===== src/rtl/riscv_test_monitor.sv =====
// End-of-test monitor: tohost pass/fail mailbox, hang and timeout detection.
// Optional PC history buffer enabled by RISCV_TEST_MONITOR_PC_HISTORY_EN.
module riscv_test_monitor #(
    parameter int               XLEN           = 32,
    parameter int               CNT_W          = 32,
    parameter logic [XLEN-1:0]  TOHOST_ADDR    = 32'h0000_0FFC,
    parameter int               TIMEOUT_CYCLES = 100,
    parameter int               STALL_LIMIT    = 16,
    parameter int               HIST_DEPTH     = 8
) (
    input  logic                          clk,
    input  logic                          rst,
    input  logic [XLEN-1:0]               pc,
    input  logic                          mem_we,
    input  logic [XLEN-1:0]               mem_addr,
    input  logic [XLEN-1:0]               mem_wdata,
    output logic                          done,
    output logic                          pass,
    output logic [2:0]                    status,
    output logic [XLEN-2:0]               fail_code,
    output logic [CNT_W-1:0]              cycle_count,
    input  logic [$clog2(HIST_DEPTH)-1:0] hist_idx,
    output logic [XLEN-1:0]               hist_pc
);

    localparam int SC_W = $clog2(STALL_LIMIT + 1);
    localparam int HW   = $clog2(HIST_DEPTH);

    typedef enum logic [2:0] {
        S_RUN     = 3'd0,
        S_PASS    = 3'd1,
        S_FAIL    = 3'd2,
        S_TIMEOUT = 3'd3,
        S_HANG    = 3'd4
    } state_t;

    state_t            state_q, state_d;
    logic [CNT_W-1:0]  cnt_q, cnt_d;
    logic [SC_W-1:0]   sc_q, sc_d;
    logic [XLEN-1:0]   prev_q, prev_d;
    logic [XLEN-2:0]   fc_q, fc_d;
    logic              tohost;
    logic              same_pc;

    assign tohost  = mem_we && (mem_addr == TOHOST_ADDR);
    assign same_pc = (pc == prev_q);

    always_ff @(posedge clk) begin
        if (rst) begin
            state_q <= S_RUN;
            cnt_q   <= '0;
            sc_q    <= '0;
            prev_q  <= '0;
            fc_q    <= '0;
        end else begin
            state_q <= state_d;
            cnt_q   <= cnt_d;
            sc_q    <= sc_d;
            prev_q  <= prev_d;
            fc_q    <= fc_d;
        end
    end

    always_comb begin
        state_d = state_q;
        cnt_d   = cnt_q;
        sc_d    = sc_q;
        prev_d  = prev_q;
        fc_d    = fc_q;
        if (state_q == S_RUN) begin
            prev_d = pc;
            if (same_pc)
                sc_d = (sc_q == SC_W'(STALL_LIMIT)) ? sc_q : sc_q + 1'b1;
            else
                sc_d = '0;
            if (tohost && mem_wdata == XLEN'(1)) begin
                state_d = S_PASS;
            end else if (tohost && mem_wdata[0]) begin
                state_d = S_FAIL;
                fc_d    = mem_wdata[XLEN-1:1];
            end else if (same_pc && sc_q == SC_W'(STALL_LIMIT - 1)) begin
                state_d = S_HANG;
            end else if (cnt_q == CNT_W'(TIMEOUT_CYCLES - 1)) begin
                state_d = S_TIMEOUT;
            end
            // the verdict edge freezes the count rather than bumping it
            if (state_d == S_RUN && cnt_q != '1)
                cnt_d = cnt_q + 1'b1;
        end
    end

    assign status      = state_q;
    assign done        = (state_q != S_RUN);
    assign pass        = (state_q == S_PASS);
    assign fail_code   = fc_q;
    assign cycle_count = cnt_q;

`ifdef RISCV_TEST_MONITOR_PC_HISTORY_EN
    logic [XLEN-1:0] hist_mem [HIST_DEPTH];
    logic [HW-1:0]   wr_ptr;

    always_ff @(posedge clk) begin
        if (rst) begin
            for (int i = 0; i < HIST_DEPTH; i++)
                hist_mem[i] <= '0;
            wr_ptr <= '0;
        end else if (state_q == S_RUN) begin
            hist_mem[wr_ptr] <= pc;
            wr_ptr           <= wr_ptr + 1'b1;
        end
    end

    // newest entry sits one slot behind the write pointer
    assign hist_pc = hist_mem[wr_ptr - HW'(1) - hist_idx];
`else
    logic hist_idx_unused;
    assign hist_idx_unused = ^hist_idx;
    assign hist_pc         = '0;
`endif

endmodule


===== config.mk =====
export PLATFORM = sky130hd
export DESIGN_NAME = riscv_test_monitor
export DESIGN_NICKNAME = d
export VERILOG_FILES = /design/src/rtl/riscv_test_monitor.sv
export SDC_FILE = /design/constraint.sdc
export NUM_CORES = 1
export LEC_CHECK = 0
export ABC_CLOCK_PERIOD_IN_PS = 4800
export BUFFER_PORTS_ARGS = -buffer_cell sky130_fd_sc_hd__buf_2
export CORE_ASPECT_RATIO = 2
export CORE_MARGIN = 2
export CORE_UTILIZATION = 30
export CTS_CLUSTER_DIAMETER = 40
export DETAILED_ROUTE_END_ITERATION = 10
export GPL_TIMING_DRIVEN = 0
export SYNTH_ARGS = -nofsm -noshare
export SYNTH_HDL_FRONTEND = slang
export SYNTH_SLANG_ARGS = --single-unit

===== constraint.sdc =====
create_clock -name clk -period 4.8 [get_ports clk]
set_input_delay 0.72 -clock clk [delete_from_list [all_inputs] [get_ports clk]]
set_output_delay 0.72 -clock clk [all_outputs]
set_load 0.05 [all_outputs]

After elaboration in Yosys (flattened, before gate mapping)
Cells that the tools add are included.
{"block": "word_totals", "output_inout_bits": 100, "wordCells": 35, "regBits": 103, "inputBits": 102}
{"block": "classes", "bitwise": 1, "n_reduce_logical": 11, "addsub": 2, "mux": 7, "n_eq_ne": 9}
{"op": "$add A32 B1 Y32 const B", "n": 1}
{"op": "$eq A32 B1 Y1 const B", "n": 1}
{"op": "$eq A32 B12 Y1 const B", "n": 1}
{"op": "$eq A32 B32 Y1", "n": 1}
{"op": "$eq A32 B7 Y1 const B", "n": 1}
{"op": "$ne A32 B32 Y1 const B", "n": 1}
{"op": "$mux W3", "n": 5}
{"op": "$mux W5", "n": 2}
{"op": "$logic_not A3 Y1", "n": 2}
{"op": "$add A5 B1 Y5 const B", "n": 1}
{"op": "$eq A5 B4 Y1 const B", "n": 1}
{"op": "$eq A5 B5 Y1 const B", "n": 1}
{"op": "$logic_and A1 B1 Y1", "n": 5}
{"op": "$reduce_and A2 Y1", "n": 2}
{"op": "$eq A3 B1 Y1 const B", "n": 1}
{"op": "$reduce_and A3 Y1", "n": 1}
{"op": "$reduce_bool A3 Y1", "n": 1}
{"op": "$ne A2 B2 Y1 const B", "n": 1}
{"op": "$not A1 Y1", "n": 1}

Depth between registers and ports, before layout
Gate-level depths: netlist (run 1).
{"block": "depth", "word_depth": 9, "depth_mapped": 9, "depth_no_buf": 7}

Worst setup path before layout (run 1)
OpenSTA, ideal clock, no wires.
{"block": "synth_timing", "path_kind": "reg2reg", "start": "register cnt_q[14] (netlist: cycle_count[14])", "end": "register cnt_q[29] (netlist: cycle_count[29])", "n_path_buf": 1, "synth_period_minus_slack_ns": 2.743, "arrival_time_ns": 2.619, "required_ns": 4.677, "setup_slack_ns": 2.057, "stages_incl_launch_ff": 8, "setup_ns": 0.123, "cell_sequence": "dfxtp_1 -> and4_4 -> nand4_4 -> or3_1 -> buf_6 -> or3_4 -> nor4_4 -> mux2_1"}
{"block": "synth_via", "elab_chain_len": 9, "word_cells_on_any_way": 11, "classes_between": "add/sub (1); eq/ne (2); mux (5); reduce/logical (3)"}
{"item": "start, declared", "line_no": "38", "rtl": "logic [CNT_W-1:0] cnt_q, cnt_d;"}
{"item": "start signal, assigned", "line_no": "57", "rtl": "cnt_q <= cnt_d;"}
{"item": "$eq A32 B7 Y1", "line_no": "83", "rtl": "end else if (cnt_q == CNT_W'(TIMEOUT_CYCLES - 1)) begin"}
{"item": "$mux W3", "line_no": "83"}
{"item": "$mux W3", "line_no": "81", "rtl": "end else if (same_pc && sc_q == SC_W'(STALL_LIMIT - 1)) begin"}
{"item": "$mux W3", "line_no": "78", "rtl": "end else if (tohost && mem_wdata[0]) begin"}
{"item": "$mux W3", "line_no": "76", "rtl": "if (tohost && mem_wdata == XLEN'(1)) begin"}
{"item": "$mux W3", "line_no": "70", "rtl": "if (state_q == S_RUN) begin"}
{"item": "$logic_not A3 Y1", "line_no": "87", "rtl": "if (state_d == S_RUN && cnt_q != '1)"}
{"item": "$logic_and A1 B1 Y1", "line_no": "87"}
{"item": "$reduce_and A2 Y1 (no source line)"}
Several ways; a longest one is shown, not always the timed one. The select of a mux whose other input is x is not followed.
A chain may end at the register's enable or synchronous reset.

Worst setup path after layout (run 1)
{"block": "layout_timing", "start": "register state_q[0] (netlist: status[0])", "end": "output done"}
{"block": "layout_via", "elab_chain_len": 1}
{"item": "start, declared", "line_no": "37", "rtl": "state_t state_q, state_d;"}
{"item": "start signal, assigned", "line_no": "56", "rtl": "state_q <= state_d;"}
{"item": "$reduce_bool A3 Y1", "line_no": "93", "rtl": "assign done = (state_q != S_RUN);"}
{"item": "end, declared", "line_no": "17", "rtl": "output logic done,"}
Every way passes these cells.

==> results of run 1 <==
[worst paths after layout]
check / from / to / slack (ps) / depth (start not counted)
worst min register to register: fail_code[14] / fail_code[14] / 450 / 2
worst min-delay path: fail_code[14] / fail_code[14] / 450 / 2
worst max register to register: cycle_count[1] / cycle_count[16] / 1710 / 8
worst max-delay path: status[0] / done / 1650 / 5
[cells in the final DEF (no fill, tap or decap), drive strengths merged, types with 2 or more instances in the layout]
master	Yosys	layout
a211oi	2	2
a21oi	75	75
a31oi	2	2
and3	12	12
and4	3	3
buf	44	209
clkbuf	29	40
clkinv	0	2
clkinvlp	0	2
conb	1	32
dfxtp	103	103
ha	4	4
inv	8	9
mux2	22	22
nand2	142	142
nand2b	2	2
nand3	11	11
nand4	25	25
nor2	38	38
nor2b	23	23
nor3	9	9
nor4	43	43
o2111ai	5	5
o21ai	7	7
o31ai	3	3
or3	12	12
or4	4	4
xnor2	33	33
xor2	2	2
[registers in the layout, summed over array words and instances, names as in the netlist]
register / flops
cycle_count: 32
fail_code: 31
prev_q: 32
sc_q: 5
status: 3
[cells by family after synthesis]
logic type | count (synthesis) | synth area share
AO/OA/AOI/OAI | 98 | 0.1006
XOR/XNOR | 35 | 0.05704
adder cells (fa/ha/maj) | 4 | 0.009314
buffers and inverters | 81 | 0.08359
flip-flops | 103 | 0.3837
multiplexers | 23 | 0.04796
other | 1 | 0.0006978
AND/OR/NAND/NOR | 330 | 0.3171
[layer usage]
metal	vias to the layer above	GRT usage	part of all wire
met5	-	0	0
met4	0	0.06849	0.026
met3	25	0.01806	0.040
met2	177	0.3326	0.56
met1	2479	0.1702	0.37
li1	2702	-	-
[cell type report]
| type | count | area share |
|---|---|---|
| sequential | 103 | 0.3011 |
| tap | 213 | 0.03891 |
| buffer | 73 | 0.06120 |
| inverter | 8 | 0.004384 |
| clock inverter | 5 | 0.004932 |
| clock buffer | 11 | 0.03398 |
| timing repair buffer | 165 | 0.1206 |
| multi-input combinational | 522 | 0.4350 |
[critical path, cell delays in order (launching register included)]
cell      delay, ps
dfxtp_1         430
nor3_1          120
inv_1           220
clkbuf_1        480
buf_1           460
buf_2           360
[power breakdown]
part / leakage [nW] / switching [mW] / total (mW) / internal (mW)
sequential: 0.839 / 0.0135 / 0.884 / 0.871
combinational: 2.06 / 0.133 / 0.216 / 0.0826
clock: 0.126 / 0.342 / 0.695 / 0.353
total: 3.03 / 0.488 / 1.80 / 1.31
[per-stage QoR]
stage	cell area [um2]	power [mW]
finish	6849	1.795
global route	6849	1.869
CTS	6849	1.816
detailed placement	6583	1.121
global placement	6583	1.119
floorplan	5490	1.046
==> metrics.txt, run 1 <==
run status=finished clean; synth top area cells=dfxtp_1 38%, nand2_1 9.9%, a21oi_1 7.0%, xnor2_1 5.4%, nor4_1 4.5%; total negative setup slack=0 ps; number of different library cells in the post-synthesis netlist=49; area occupied by multi-input gates=0.002979 mm2; antenna violation net count after detailed routing=0; number of gates resized after CTS=0; DRC errors left=0; classification of the worst setup path=register to output pin; transition time of the tightest slew-check pin=698.0 ps; worst setup timing slack at the placement stage=1401 ps; final cell count without fillers=1100; Total Die Area=0.01906 mm2; via-per-instance ratio=4.894; data arrival time of the critical path=2430 ps; total clock sinks=103; Hold Buf Count CTS=0; number of hold violations in the final report=0; Max Clock Freq=317.7 MHz; worst IR drop on VDD=197.7 uV; wire length of the first global-routing pass=25.46 mm; number of input and output port buffers inserted=165; share of layout cells above drive strength 1=0.2661; number of H-tree levels=3; path class of the lowest-slack min-delay path=register to register; count of flip-flops with a built-in enable after synthesis=0; antenna violations before repair=0; post-synthesis instance area=0.005374 mm2; RSZ-0062 raised after global routing=no; maximum fanout count along the critical path=10; ys flop type=dfxtp_1; remaining global-route overflow=0; total via count after detailed routing=5383; clk root buf=clkbuf_16; GP Congestion=0.8475; drt first pass iters=4; sequential standard cell area=0.002062 mm2; mean cell area of the mapped netlist=7.961 um2; maximum number of buffers from clock root to sink=2; gate count of the mapped netlist=675; top-count cell post-synth=nand2_1; final number of setup-violating endpoints=0; Final Routed Wirelength=16.50 mm; CTS tree=done; portion of the post-synthesis area used by sequential elements=0.3837; nets@finish=988; number of clock buffers inserted by TritonCTS=9; worst clock skew=7.276 ps; clock input transition at the sequential cells of the worst setup and hold paths=70 ps; setup repair bufs after CTS=0; starting utilization of the core area=0.3036; Synth warnings=0; final hold slack=449.7 ps; Power per Cell Area=262.1 mW/mm2; LEAKAGE=3.026 nW; fraction of synthesized cell area taken by the top area cell type=0.3837; later-pin clock latency in the skew report=350 ps; detailed router's first-iteration violation count=149; diodes inserted=0; startpoint type of the worst setup path=register; Detailed Place HPWL=13.10 mm; final design utilization=0.3870; vertical die dimension=193.3 um; average wire length per cell after detail routing=15.00 um; count of max-cap constraint violations=0; most used standard cells in the synthesized netlist=142 x nand2_1, 103 x dfxtp_1, 75 x a21oi_1; min Tclk post-route=3148 ps; register bit total from synthesis=103; type of destination of the critical path=output pin; required time of the worst setup path=4080 ps; vias in the first global route=4938; number of top-level design ports=202; Cell Rows=69; overall fraction of global-route tracks in use=0.1672; chip width=98.64 um; Area growth syn-to-layout=27.45%; pin count of the biggest net entering global routing=17; number of pins with negative max-slew slack in the final report=0; cell type with the largest total area after synthesis=dfxtp_1; final worst-path cycle share=0.6558; fraction of registers with async set/reset=0; area inside the core boundary=0.01770 mm2; final-layout fill cell count=1843; Final WS setup=1652 ps; relative max-transition margin=0.5304; cell total after placement=1084
No activity file was read; power rests on OpenSTA's default activity.
==> run 2, diff against run 1 <==
Settings changed: ABC_AREA set to 1, ABC_CLOCK_PERIOD_IN_PS 4800 to 3100.
Clock period 4.8 ns to 3.1 ns, I/O delays scaled along.
==> run 2 against run 1 <==
Compared with the run above: total power rose by 77%; routed wire length rose by 4.1%; flip-flop and latch count did not move; register-to-register slack got worse by 900 ps; via count rose by 9.8%; highest routed layer unchanged.
==> metrics.txt, run 2 <==
run status=finished clean; total chip power=3.170 mW; via-per-instance ratio=4.483; LEAKAGE=3.252 nW; CTS tree=done; combinational share of power=0.191; Max Clock Freq=375.6 MHz; most common library cell in the layout ignoring fill and taps=buf_2; synth top area cells=dfxtp_1 36%, nand2_1 11%, nor2_1 9.6%, inv_1 5.9%, buf_4 5.0%; fraction of synthesized cell area taken by the top area cell type=0.3597; path class of the lowest-slack min-delay path=input port to register; top-count cell post-synth=nand2_1; RSZ-0062 raised after global routing=no; clock input transition at the sequential cells of the worst setup and hold paths=80 ps; Final Routed Wirelength=17.17 mm; register bit total from synthesis=103; number of pins with negative max-slew slack in the final report=0; cell internal power dissipation=2.160 mW; maximum fanout count along the critical path=10; portion of the post-synthesis area used by sequential elements=0.3597; setup repair bufs after CTS=0; number of buffers and inverters on the critical path=4; min Tclk post-route=2662 ps; number of different library cells in the post-synthesis netlist=29; remaining global-route overflow=0; most used standard cells in the synthesized netlist=161 x nand2_1, 147 x nor2_1, 103 x dfxtp_1; total via count after detailed routing=5908; number of gates resized after CTS=0; startpoint type of the worst setup path=register; GP Congestion=0.9310; final worst-path cycle share=0.8588; Synth warnings=0; list of cells traversed by the critical path=nor3_1 -> clkbuf_1 -> inv_1 -> clkbuf_1 -> buf_2; CP top delay family=buffers and inverters; relative max-transition margin=0.5604; cell type with the largest total area after synthesis=dfxtp_1; area inside the core boundary=0.01874 mm2; share of layout cells above drive strength 1=0.2298; final-layout fill cell count=2043; antenna violation net count after detailed routing=0; starting utilization of the core area=0.3058; antenna violations before repair=1; total clock sinks=103; overall fraction of global-route tracks in use=0.1702; Hold Buf Count CTS=0; library cell appearing most often on the critical path=clkbuf_1; number of input and output port buffers inserted=165; Power per Cell Area=435.1 mW/mm2; drt first pass iters=4; type of destination of the critical path=output pin; total non-filler cell area in the finished layout=0.007286 mm2; worst clock skew=15.53 ps; data arrival time of the critical path=2200 ps; number of clock buffers inserted by TritonCTS=9; mean cell area of the mapped netlist=6.743 um2; number of H-tree levels=3; later-pin clock latency in the skew report=360 ps; total negative setup slack=0 ps; final design utilization=0.3887; nets@finish=1163; gate count of the mapped netlist=850; critical path's largest stage delay=420 ps; clk root buf=clkbuf_16; final number of setup-violating endpoints=0; Area growth syn-to-layout=27.11%; vertical die dimension=199.5 um; cell total after placement=1301; pin count of the biggest net entering global routing=20; maximum number of buffers from clock root to sink=2; count of max-cap constraint violations=0; classification of the worst setup path=register to output pin; commonest non-fill, non-tap cells in the layout=174 x buf_2, 161 x nand2_1, 147 x nor2_1; chip width=101.7 um; final cell count without fillers=1318; transition time of the tightest slew-check pin=653.4 ps; number of top-level design ports=202; vias in the first global route=5499; placed cell area=0.006993 mm2; Detailed Place HPWL=14.10 mm; wire length of the first global-routing pass=26.97 mm; ys flop type=dfxtp_1; worst IR drop on VDD=224.1 uV; detailed router's first-iteration violation count=192; DRC errors left=0; net switching power of the design=1.010 mW; Total Die Area=0.02029 mm2; library cell contributing the largest single delay on the critical path=nor3_1; post-synthesis instance area=0.005732 mm2; count of flip-flops with a built-in enable after synthesis=0; average wire length per cell after detail routing=13.03 um; number of hold violations in the final report=0; fraction of registers with async set/reset=0; required time of the worst setup path=2630 ps; net switching fraction of the power=0.3187; sequential power share=0.451; relative contribution of the clock network to total power=0.358; Cell Rows=71
## run 2: path summary, 6_finish.rpt
kind | startpoint | endpoint | slack [ps] | cells after the start
hold / removal | pc[5] | prev_q[5] | 350 | 3
hold reg to reg | fail_code[30] | fail_code[30] | 460 | 2
setup reg to reg | cycle_count[0] | cycle_count[18] | 810 | 12
setup / recovery | status[0] | done | 440 | 5
## run 2: metal layers
| layer | up-vias | GRT usage | wire length, um |
|---|---|---|---|
| met1 | 2651 | 0.1700 | 6463 |
| met2 | 148 | 0.3285 | 9436 |
| met5 | - | 0 | 0 |
| met4 | 0 | 0.08709 | 665 |
| met3 | 34 | 0.02378 | 603 |
| li1 | 3075 | - | - |
## run 2: logic make-up after synthesis
family,after synthesis,synth area share
and+or+nand+nor,409,0.3006
buffers and inverters,166,0.1356
other,1,0.0006543
adders and majority gates,4,0.008732
DFF,103,0.3597
xor gates and xnor gates,50,0.07640
AOI/OAI and AO/OA,117,0.1183
## run 2: cell type report
cell class	count	area, um2	share of cell area
multi-input combinational	612	3009	0.4130
sequential	103	2062	0.2830
timing repair buffer	165	825.8	0.1133
buffer	67	405.4	0.05564
inverter	99	371.6	0.05100
tap	255	319.1	0.04379
clock buffer	10	229.0	0.03143
clock inverter	6	61.31	0.008415
antenna	1	2.502	0.0003435
## run 2: stage by stage
step / setup WS, ps / hold WS [ps]
CTS: 421.2 / 342.4
finish: 437.8 / 352.4
floorplan: 817.7 / 439.2
global placement: 655.4 / 443.0
detailed placement: 671.0 / 443.0
global route: 271.9 / 354.6
## run 2: power groups by stage
stage	clock, mW	combinational (mW)	sequential [mW]
2_1_floorplan	0	0.405	1.48
3_3_place_gp	0	0.607	1.46
3_5_place_dp	0	0.612	1.46
4_1_cts	1.18	0.614	1.43
5_1_grt	1.22	0.675	1.44
6_report	1.13	0.606	1.43
## run 2: worst register-to-register path: cells and delay by family (launching register included)
family | cells | cell delay, ps
simple gates | 8 | 1080
flops | 1 | 400
fa+ha+maj | 1 | 340
buf+inv | 1 | 200
compound gates | 2 | 190
